`src/rtl/eth_tx_arbiter.sv`:
```
// eth_tx_arbiter: round-robin whole-frame arbiter for two nibble-wide Ethernet TX sources, with an inter-frame gap.
// Define ARB_WATCHDOG_EN to abort frames longer than MAX_BEATS and lock the offending source out until it drops req.
module eth_tx_arbiter #(
   parameter int N         = 4,
   parameter int IFG       = 24,
   parameter int MAX_BEATS = 3044
) (
   input  logic         clk,
   input  logic         rst_n,
   input  logic [1:0]   req,
   output logic [1:0]   gnt,
   input  logic         axiiv0,
   input  logic [N-1:0] axiid0,
   input  logic         axiiv1,
   input  logic [N-1:0] axiid1,
   output logic         axiov,
   output logic [N-1:0] axiod,
   output logic         busy,
   output logic         err
);
   typedef enum logic [1:0] {IDLE, WAIT, SEND, GAP} state_t;
   state_t       state_q, state_d;
   logic [1:0]   gnt_q, gnt_d;
   logic         last_q, last_d;
   logic [7:0]   gap_q, gap_d;
   logic         axiov_q, axiov_d;
   logic [N-1:0] axiod_q, axiod_d;
   logic         sel, vld, abort;
   logic [N-1:0] dat;
   logic [1:0]   elig;
   assign sel = gnt_q[1];
   assign vld = sel ? axiiv1 : axiiv0;
   assign dat = sel ? axiid1 : axiid0;
`ifdef ARB_WATCHDOG_EN
   localparam int CW = $clog2(MAX_BEATS + 1);
   logic [CW-1:0] cnt_q, cnt_d;
   logic [1:0]    lock_q, lock_d;
   logic          err_q;
   assign abort = (state_q == SEND) && vld && (cnt_q == CW'(MAX_BEATS));
   assign elig  = req & ~lock_q;
   assign err   = err_q;
   // The first beat is accepted in WAIT, so the count starts at 1 on entry to SEND.
   assign cnt_d  = (state_q == SEND) ? cnt_q + CW'(vld) : CW'(state_q == WAIT && vld);
   assign lock_d = (lock_q & req) | (abort ? gnt_q : 2'b00);
   always_ff @(posedge clk or negedge rst_n) begin
      if (!rst_n) begin
         cnt_q  <= '0;
         lock_q <= 2'b00;
         err_q  <= 1'b0;
      end else begin
         cnt_q  <= cnt_d;
         lock_q <= lock_d;
         err_q  <= abort;
      end
   end
`else
   assign abort = (MAX_BEATS < 0);
   assign elig  = req;
   assign err   = 1'b0;
`endif
   always_comb begin
      state_d = state_q;
      gnt_d   = gnt_q;
      last_d  = last_q;
      gap_d   = gap_q;
      axiov_d = 1'b0;
      axiod_d = axiod_q;
      case (state_q)
         IDLE: if (|elig) begin
            gnt_d   = (elig == 2'b11) ? (last_q ? 2'b01 : 2'b10) : elig;
            state_d = WAIT;
         end
         WAIT: if (vld) begin
            axiov_d = 1'b1;
            axiod_d = dat;
            state_d = SEND;
         end else if (!req[sel]) begin
            gnt_d   = 2'b00;
            state_d = IDLE;
         end
         SEND: if (vld && !abort) begin
            axiov_d = 1'b1;
            axiod_d = dat;
         end else begin
            gnt_d   = 2'b00;
            last_d  = sel;
            gap_d   = 8'(IFG);
            state_d = GAP;
         end
         GAP: begin
            gap_d = gap_q - 8'd1;
            if (gap_q == 8'd1) state_d = IDLE;
         end
         default: state_d = IDLE;
      endcase
   end
   always_ff @(posedge clk or negedge rst_n) begin
      if (!rst_n) begin
         state_q <= IDLE;
         gnt_q   <= 2'b00;
         last_q  <= 1'b1;
         gap_q   <= 8'd0;
         axiov_q <= 1'b0;
         axiod_q <= '0;
      end else begin
         state_q <= state_d;
         gnt_q   <= gnt_d;
         last_q  <= last_d;
         gap_q   <= gap_d;
         axiov_q <= axiov_d;
         axiod_q <= axiod_d;
      end
   end
   assign gnt   = gnt_q;
   assign axiov = axiov_q;
   assign axiod = axiod_q;
   assign busy  = (state_q != IDLE);
endmodule

```
`config.mk`:
```
export PLATFORM = sky130hd
export DESIGN_NAME = eth_tx_arbiter
export DESIGN_NICKNAME = d
export VERILOG_FILES = /design/src/rtl/eth_tx_arbiter.sv
export SDC_FILE = /design/constraint.sdc
export NUM_CORES = 1
export LEC_CHECK = 0
export ABC_AREA = 1
export CAP_MARGIN = 0
export CORE_MARGIN = 3
export CORE_UTILIZATION = 51
export CTS_CLUSTER_SIZE = 40
export DETAILED_ROUTE_END_ITERATION = 12
export GPL_ROUTABILITY_DRIVEN = 1
export PLACE_DENSITY = 0.76
export SYNTH_ARGS = -nofsm -noshare
export SYNTH_HDL_FRONTEND = slang
export SYNTH_SLANG_ARGS = --single-unit
```
`constraint.sdc`:
```
create_clock -name clk -period 1.8 [get_ports clk]
set_clock_uncertainty 0.2 [all_clocks]
set_input_delay 0.36 -clock clk [delete_from_list [all_inputs] [get_ports clk]]
set_output_delay 0.36 -clock clk [all_outputs]
set_load 0.01 [all_outputs]
```
==> impl_metrics.yaml, run 1 <==
min_path:
  hp-class: "in2async"
worst_setup_path:
  critPathCaptureType: "primary output"
  cp.depth: 1
  critPathKind: "reg2out"
  reg2reg_depth: 7
  worstPathArrival_ps: 1200
  worstReg2RegStart: "state_q[0]"
  reg2reg_setup_slack_ps: 120
  path_buf_inv: 1
  cpMaxStageDelayCell: "clkdlybuf4s50_1"
  crit_path_max_incr_delay_ps: 550
  cp_cell_sequence: "clkdlybuf4s50_1"
  r2r_end: "state_q[0]"
  cp.required_ps: 1240
  cp-start-kind: "flip-flop"
  cp_top_family: "buffers and inverters"
  worstPathMaxFanout: 2
finish:
  fillerInstances: 179
  diodes: 0
  drive_above_1_share_pct: 23.2
  area_growth_pct: 27.0
  final_nets: 203
  fin_cells: 209
  final_core_util_pct: 69.0
drt:
  wl_per_cell_um: 12.4
  antenna_left: 0
  drc_errors: 0
  wl_mm: 2.59
  first_pass_iters: 4
  vias_per_cell: 5.10
  drt_iter0_drc: 13
  vias: 1066
placement:
  dpl_worst_slack_ps: -98.1
  gp_congestion: 0.873
  numPortBuffers: 21
  placedCellCount: 201
  dp_hpwl_mm: 2.10
pwr:
  leakage_nw: 0.768
  seqPwrFrac_pct: 28.5
  irDropWorstVdd_mv: 1.07
  p_comb_share_pct: 62.7
  internal-power_mw: 1.33
  clock_power_share_pct: 8.9
  switching_power_mw: 1.12
  power.share.switching_pct: 45.7
  p_per_area_mw_per_mm2: 1590
yosys:
  syn_area_per_cell_um2: 8.26
  synth_async_sr_flop_share_pct: 100
  syn-cell-area_mm2: 0.00121
  synth_edf_count: 0
  yosys-top-cells-count: "nand2_1, inv_1, dfrtp_1"
  ys_ff_latch: 18
  synthDistinctLibCells: 26
  synthTopCellsByArea: "dfrtp_1, nand2_1, ha_1"
  syn_inst: 147
  yosysMostFrequentCell: "nand2_1"
  yosysTopAreaCellShare_pct: 35.1
  synthFlopType: "dfrtp_1"
  yosysWarningCount: 0
  ys_seq_area_share_pct: 37.2
  synth_top_area_cell: "dfrtp_1"
  synthesis.nets: 168
floorplan:
  die_area_mm2: 0.00300
  rows: 17
  die_h_um: 54.8
  die_x_um: 54.8
  initial_core_util_pct: 54.3
  io_pins: 23
  core-area_mm2: 0.00223
global_route:
  grt-busiest-layer: "met2"
  grt_max_degree: 14
  grt_pass1_wl_mm: 4.22
  met1_usage_pct: 25.6
  track_usage_pct: 19.7
  met3_usage_pct: 2.45
  grt_remaining_overflow: 0
  first_global_vias: 993
  antenna_found_initial: 0
  met2_usage_pct: 33.5
job:
  maxCapViolations: 0
sta:
  drv_slew: 0
  grt_setup_unrepaired: "no"
  timing.final.crit_share_pct: 97.9
  hold_violations: 0
  setup_ws_ps: 38.6
  worst_hold_slack_ps: 105
  setup_viol: 0
  finalSetupTns_ps: 0
  period_needed_ps: 1760
  fmax_mhz: 568
clock_network:
  cts_made_buffers: 3
  hold_buffers: 0
  h-tree-depth: 1
  clock_path_buffers: 2
  cts.sinks: 18
  root_buffer: "clkbuf_4"
  cts_tree: "built"
  clk_latency_ps: 300
  clkTransAtPathRegs_ps: 100
outcome:
  outcome: "finished clean"
sequential cells by signal, summed over array words and instances, names as in the netlist, named ones only:
signal / count
gnt: 2
gap_q: 8
state_q: 1
axiod: 4
axiov: 1
last_q: 1
placed cells by master, fill, tap and decap left out:
cell / netlist / final
nand2_1: 36 / 36
inv_1: 21 / 19
clkdlybuf4s50_1: 0 / 19
dfrtp_1: 17 / 17
buf_4: 1 / 13
nor2_1: 12 / 12
nand3_1: 11 / 11
o21ai_2: 5 / 5
nand4_1: 5 / 5
ha_1: 7 / 5
nand2_4: 4 / 4
a31oi_1: 4 / 4
o21ai_0: 4 / 4
nand4_2: 3 / 3
nand3_2: 3 / 3
o21ai_1: 3 / 3
clkbuf_4: 0 / 3
inv_2: 0 / 2
ha_2: 0 / 2
inv_8: 1 / 1
nor2_4: 1 / 1
o21ai_4: 1 / 1
nor2_2: 1 / 1
o211ai_1: 1 / 1
o22ai_2: 1 / 1
conb_1: 1 / 1
clkbuf_1: 0 / 1
dfstp_2: 1 / 1
dlymetal6s2s_1: 0 / 1
clkbuf_2: 0 / 1
layer usage:
metal / vias up / wire, um
met5: - / 0
met4: 0 / 25
met3: 4 / 105
met2: 27 / 1290
met1: 487 / 1170
li1: 548 / -
through the flow:
step / cell area [um2] / power, mW
after floorplan: 1210 / 1.72
after global placement: 1480 / 2.12
after detailed placement: 1480 / 2.18
after CTS: 1540 / 2.46
after global routing: 1540 / 2.66
final: 1540 / 2.45
timing repair:
| item | CTS | global route |
|---|---|---|
| pin swaps | 2 | 0 |
| buffers inserted | 4 | 0 |
| resized for setup | 5 | 3 |
| endpoints found under the setup margin | 2 | 9 |
power by group through the flow:
stage	sequential (mW)	combinational, mW	clock [mW]
finish	0.696	1.53	0.217
global route	0.719	1.70	0.237
CTS	0.696	1.54	0.222
detailed placement	0.697	1.48	0
global placement	0.691	1.43	0
floorplan	0.734	0.981	0
cell type report:
type	count	area [um2]	area share, %
timing repair buffer	34	305	19.8
clock buffer	4	26.3	1.70
inverter	22	90.1	5.84
tap	28	35.0	2.27
sequential	18	452	29.3
multi-input combinational	103	633	41.1
kinds of logic (layout without fill, tap and decap cells):
logic type | count (synthesis) | after routing | share of synthesized area, %
compound gates | 19 | 19 | 11.5
flops | 18 | 18 | 37.2
fa+ha+maj | 7 | 7 | 7.22
buf+inv | 26 | 60 | 11.0
simple gates | 76 | 76 | 32.7
other cells | 1 | 1 | 0.309
worst max path at each step:
stage | startpoint | to | slack [ps]
after floorplan | state_q[0] | state_q[0] | 200
after global placement | axiiv1 | gap_q[1] | -30
after detailed placement | axiiv1 | axiod[3] | -100
after CTS | flip-flop | busy | 20
after global routing | axiod[2] | axiod[2] | 0.005
final | axiod[0] | axiod[0] | 40
Power figures use the tool's default switching activity.
==> inputs of run 2 (changes only) <==
--- a/config.mk
+++ b/config.mk
@@ -8,11 +8,14 @@
 export ABC_AREA = 1
 export CAP_MARGIN = 0
 export CORE_MARGIN = 3
-export CORE_UTILIZATION = 51
+export CORE_UTILIZATION = 53
+export CTS_BUF_LIST = sky130_fd_sc_hd__clkbuf_2
 export CTS_CLUSTER_SIZE = 40
 export DETAILED_ROUTE_END_ITERATION = 12
 export GPL_ROUTABILITY_DRIVEN = 1
-export PLACE_DENSITY = 0.76
+export GPL_TIMING_DRIVEN = 0
+export HOLD_SLACK_MARGIN = 0.12
+export PLACE_DENSITY = 0.79
 export SYNTH_ARGS = -nofsm -noshare
 export SYNTH_HDL_FRONTEND = slang
 export SYNTH_SLANG_ARGS = --single-unit
==> run 2 against run 1 <==
Against the previous run:
- critical path depth rose by 7
- highest routed layer unchanged
- fmax grew 1.9%
- total power increased by 4.6%
- sequential share of layout area shrank 1.2 points
- register-to-register slack worse by 50 ps
- worst hold slack improved by 210 ps
==> impl_metrics.yaml, run 2 (synthesis gave the netlist of run 1 again) <==
worst_setup_path:
  reg2reg_depth: 8
  cp_top_family: "buffers and inverters"
  cp_common_cell: "buf_6"
  cp-start-kind: "flip-flop"
  critPathKind: "reg2reg"
  worstPathArrival_ps: 1780
  cp_cell_sequence: "buf_6 > ha_2 > buf_6 > inv_2 > o21ai_4 > buf_4 > nand4_1 > o21ai_2"
  path_buf_inv: 4
  cp.depth: 8
  crit_path_max_incr_delay_ps: 430
  cp.required_ps: 1850
  critPathCaptureType: "flip-flop"
  worstPathMaxFanout: 6
  cpMaxStageDelayCell: "dfrtp_1"
clock_network:
  cts_made_buffers: 3
  clkTransAtPathRegs_ps: 180
  root_buffer: "clkbuf_2"
  cts.sinks: 18
  clk_latency_ps: 310
  clock_path_buffers: 2
  hold_buffers: 0
  cts_tree: "built"
  h-tree-depth: 1
pwr:
  irDropWorstVdd_mv: 0.983
  p_per_area_mw_per_mm2: 1590
  leakage_nw: 0.841
floorplan:
  core-area_mm2: 0.00206
  die_x_um: 53.9
  initial_core_util_pct: 58.9
  die_h_um: 53.9
  die_area_mm2: 0.00290
  rows: 16
  io_pins: 23
finish:
  regMostFlops: "gap_q"
  fillerInstances: 151
  drive_above_1_share_pct: 27.1
  mostFrequentLayoutCells: "nand2_1, inv_1, dfrtp_1, clkdlybuf4s50_1"
  diodes: 0
  ff_latch_area_um2: 453
  largest_reg_flops: 8
  area_growth_pct: 32.7
  fin_cells: 208
  final_nets: 203
  layout_commonest_cell: "nand2_1"
  multiInputGateArea_um2: 653
drt:
  vias: 1088
  wl_per_cell_um: 13.2
  first_pass_iters: 4
  wl_mm: 2.74
  drc_errors: 0
  drt_iter0_drc: 23
  antenna_left: 0
  vias_per_cell: 5.23
sta:
  drv_slew: 0
  hold_violations: 0
  fmax_mhz: 579
  slew-limit-headroom_pct: 42.1
  tightest_slew_ps: 865
  setup_viol: 0
  timing.final.crit_share_pct: 96.0
  grt_setup_unrepaired: "no"
  period_needed_ps: 1730
  finalSetupTns_ps: 0
outcome:
  outcome: "finished clean"
global_route:
  grt_max_degree: 19
  grt_remaining_overflow: 0
  grt_pass1_wl_mm: 4.35
  track_usage_pct: 20.5
  antenna_found_initial: 0
  first_global_vias: 1034
placement:
  placedCellCount: 195
  numPortBuffers: 21
  gp_congestion: 0.853
  dp_hpwl_mm: 1.93
min_path:
  hp-class: "in2async"
job:
  maxCapViolations: 0
==> run 2: final timing paths <==
| kind | endpoint | slack (ps) |
|---|---|---|
| max reg2reg | gap_q[2] | 70 |
| min in group clk | last_q | 320 |
| max | gap_q[2] | 70 |
| max in group asynchronous | state_q[0] | 510 |
| min reg2reg | last_q | 320 |
| min | gap_q[4] | 320 |
==> run 2: power breakdown <==
part	switching (mW)	internal [mW]	total, mW
Sequential	0.114	0.587	0.701
Clock	0.131	0.0483	0.180
Combinational	0.941	0.738	1.68
Total	1.19	1.37	2.56
==> run 2: layout make-up <==
class	instances	share of cell area, %
Multi-Input combinational cell	103	40.6
Tap cell	27	2.10
Inverter	22	5.59
Timing Repair Buffer	30	19.3
Sequential cell	18	28.1
Buffer	4	3.11
Clock buffer	3	0.932
Clock inverter	1	0.233
==> run 2: metrics by stage <==
stage                     cell area (um2)  hold slack, ps  setup WS (ps)  utilization (%)  power (mW)
final                                1610             315           72.1             78.1        2.56
after global routing                 1610             330           5.09             78.1        2.79
after CTS                            1510             320          0.576             73.2        2.38
after detailed placement             1460             290          -83.5             70.7        2.14
after global placement               1460             277          -80.1             70.7        2.09
after floorplan                      1210            -136            199                -        1.72
==> run 2: timing repair <==
action,CTS,global route
setup buffers,4,4
pin swaps,2,1
endpoints found under the setup margin,3,19
gates cloned,0,1
endpoints found under the hold margin,0,0
gates resized for setup,7,22
==> run 2: layer usage <==
metal	routed length (um)	track usage [%]	share of wire, %	vias up
met5	0	0	0	-
met3	116	4.43	4.2	2
met1	1220	24.7	45	517
met4	13	6.38	0.47	0
li1	-	-	-	546
met2	1390	36.1	51	23
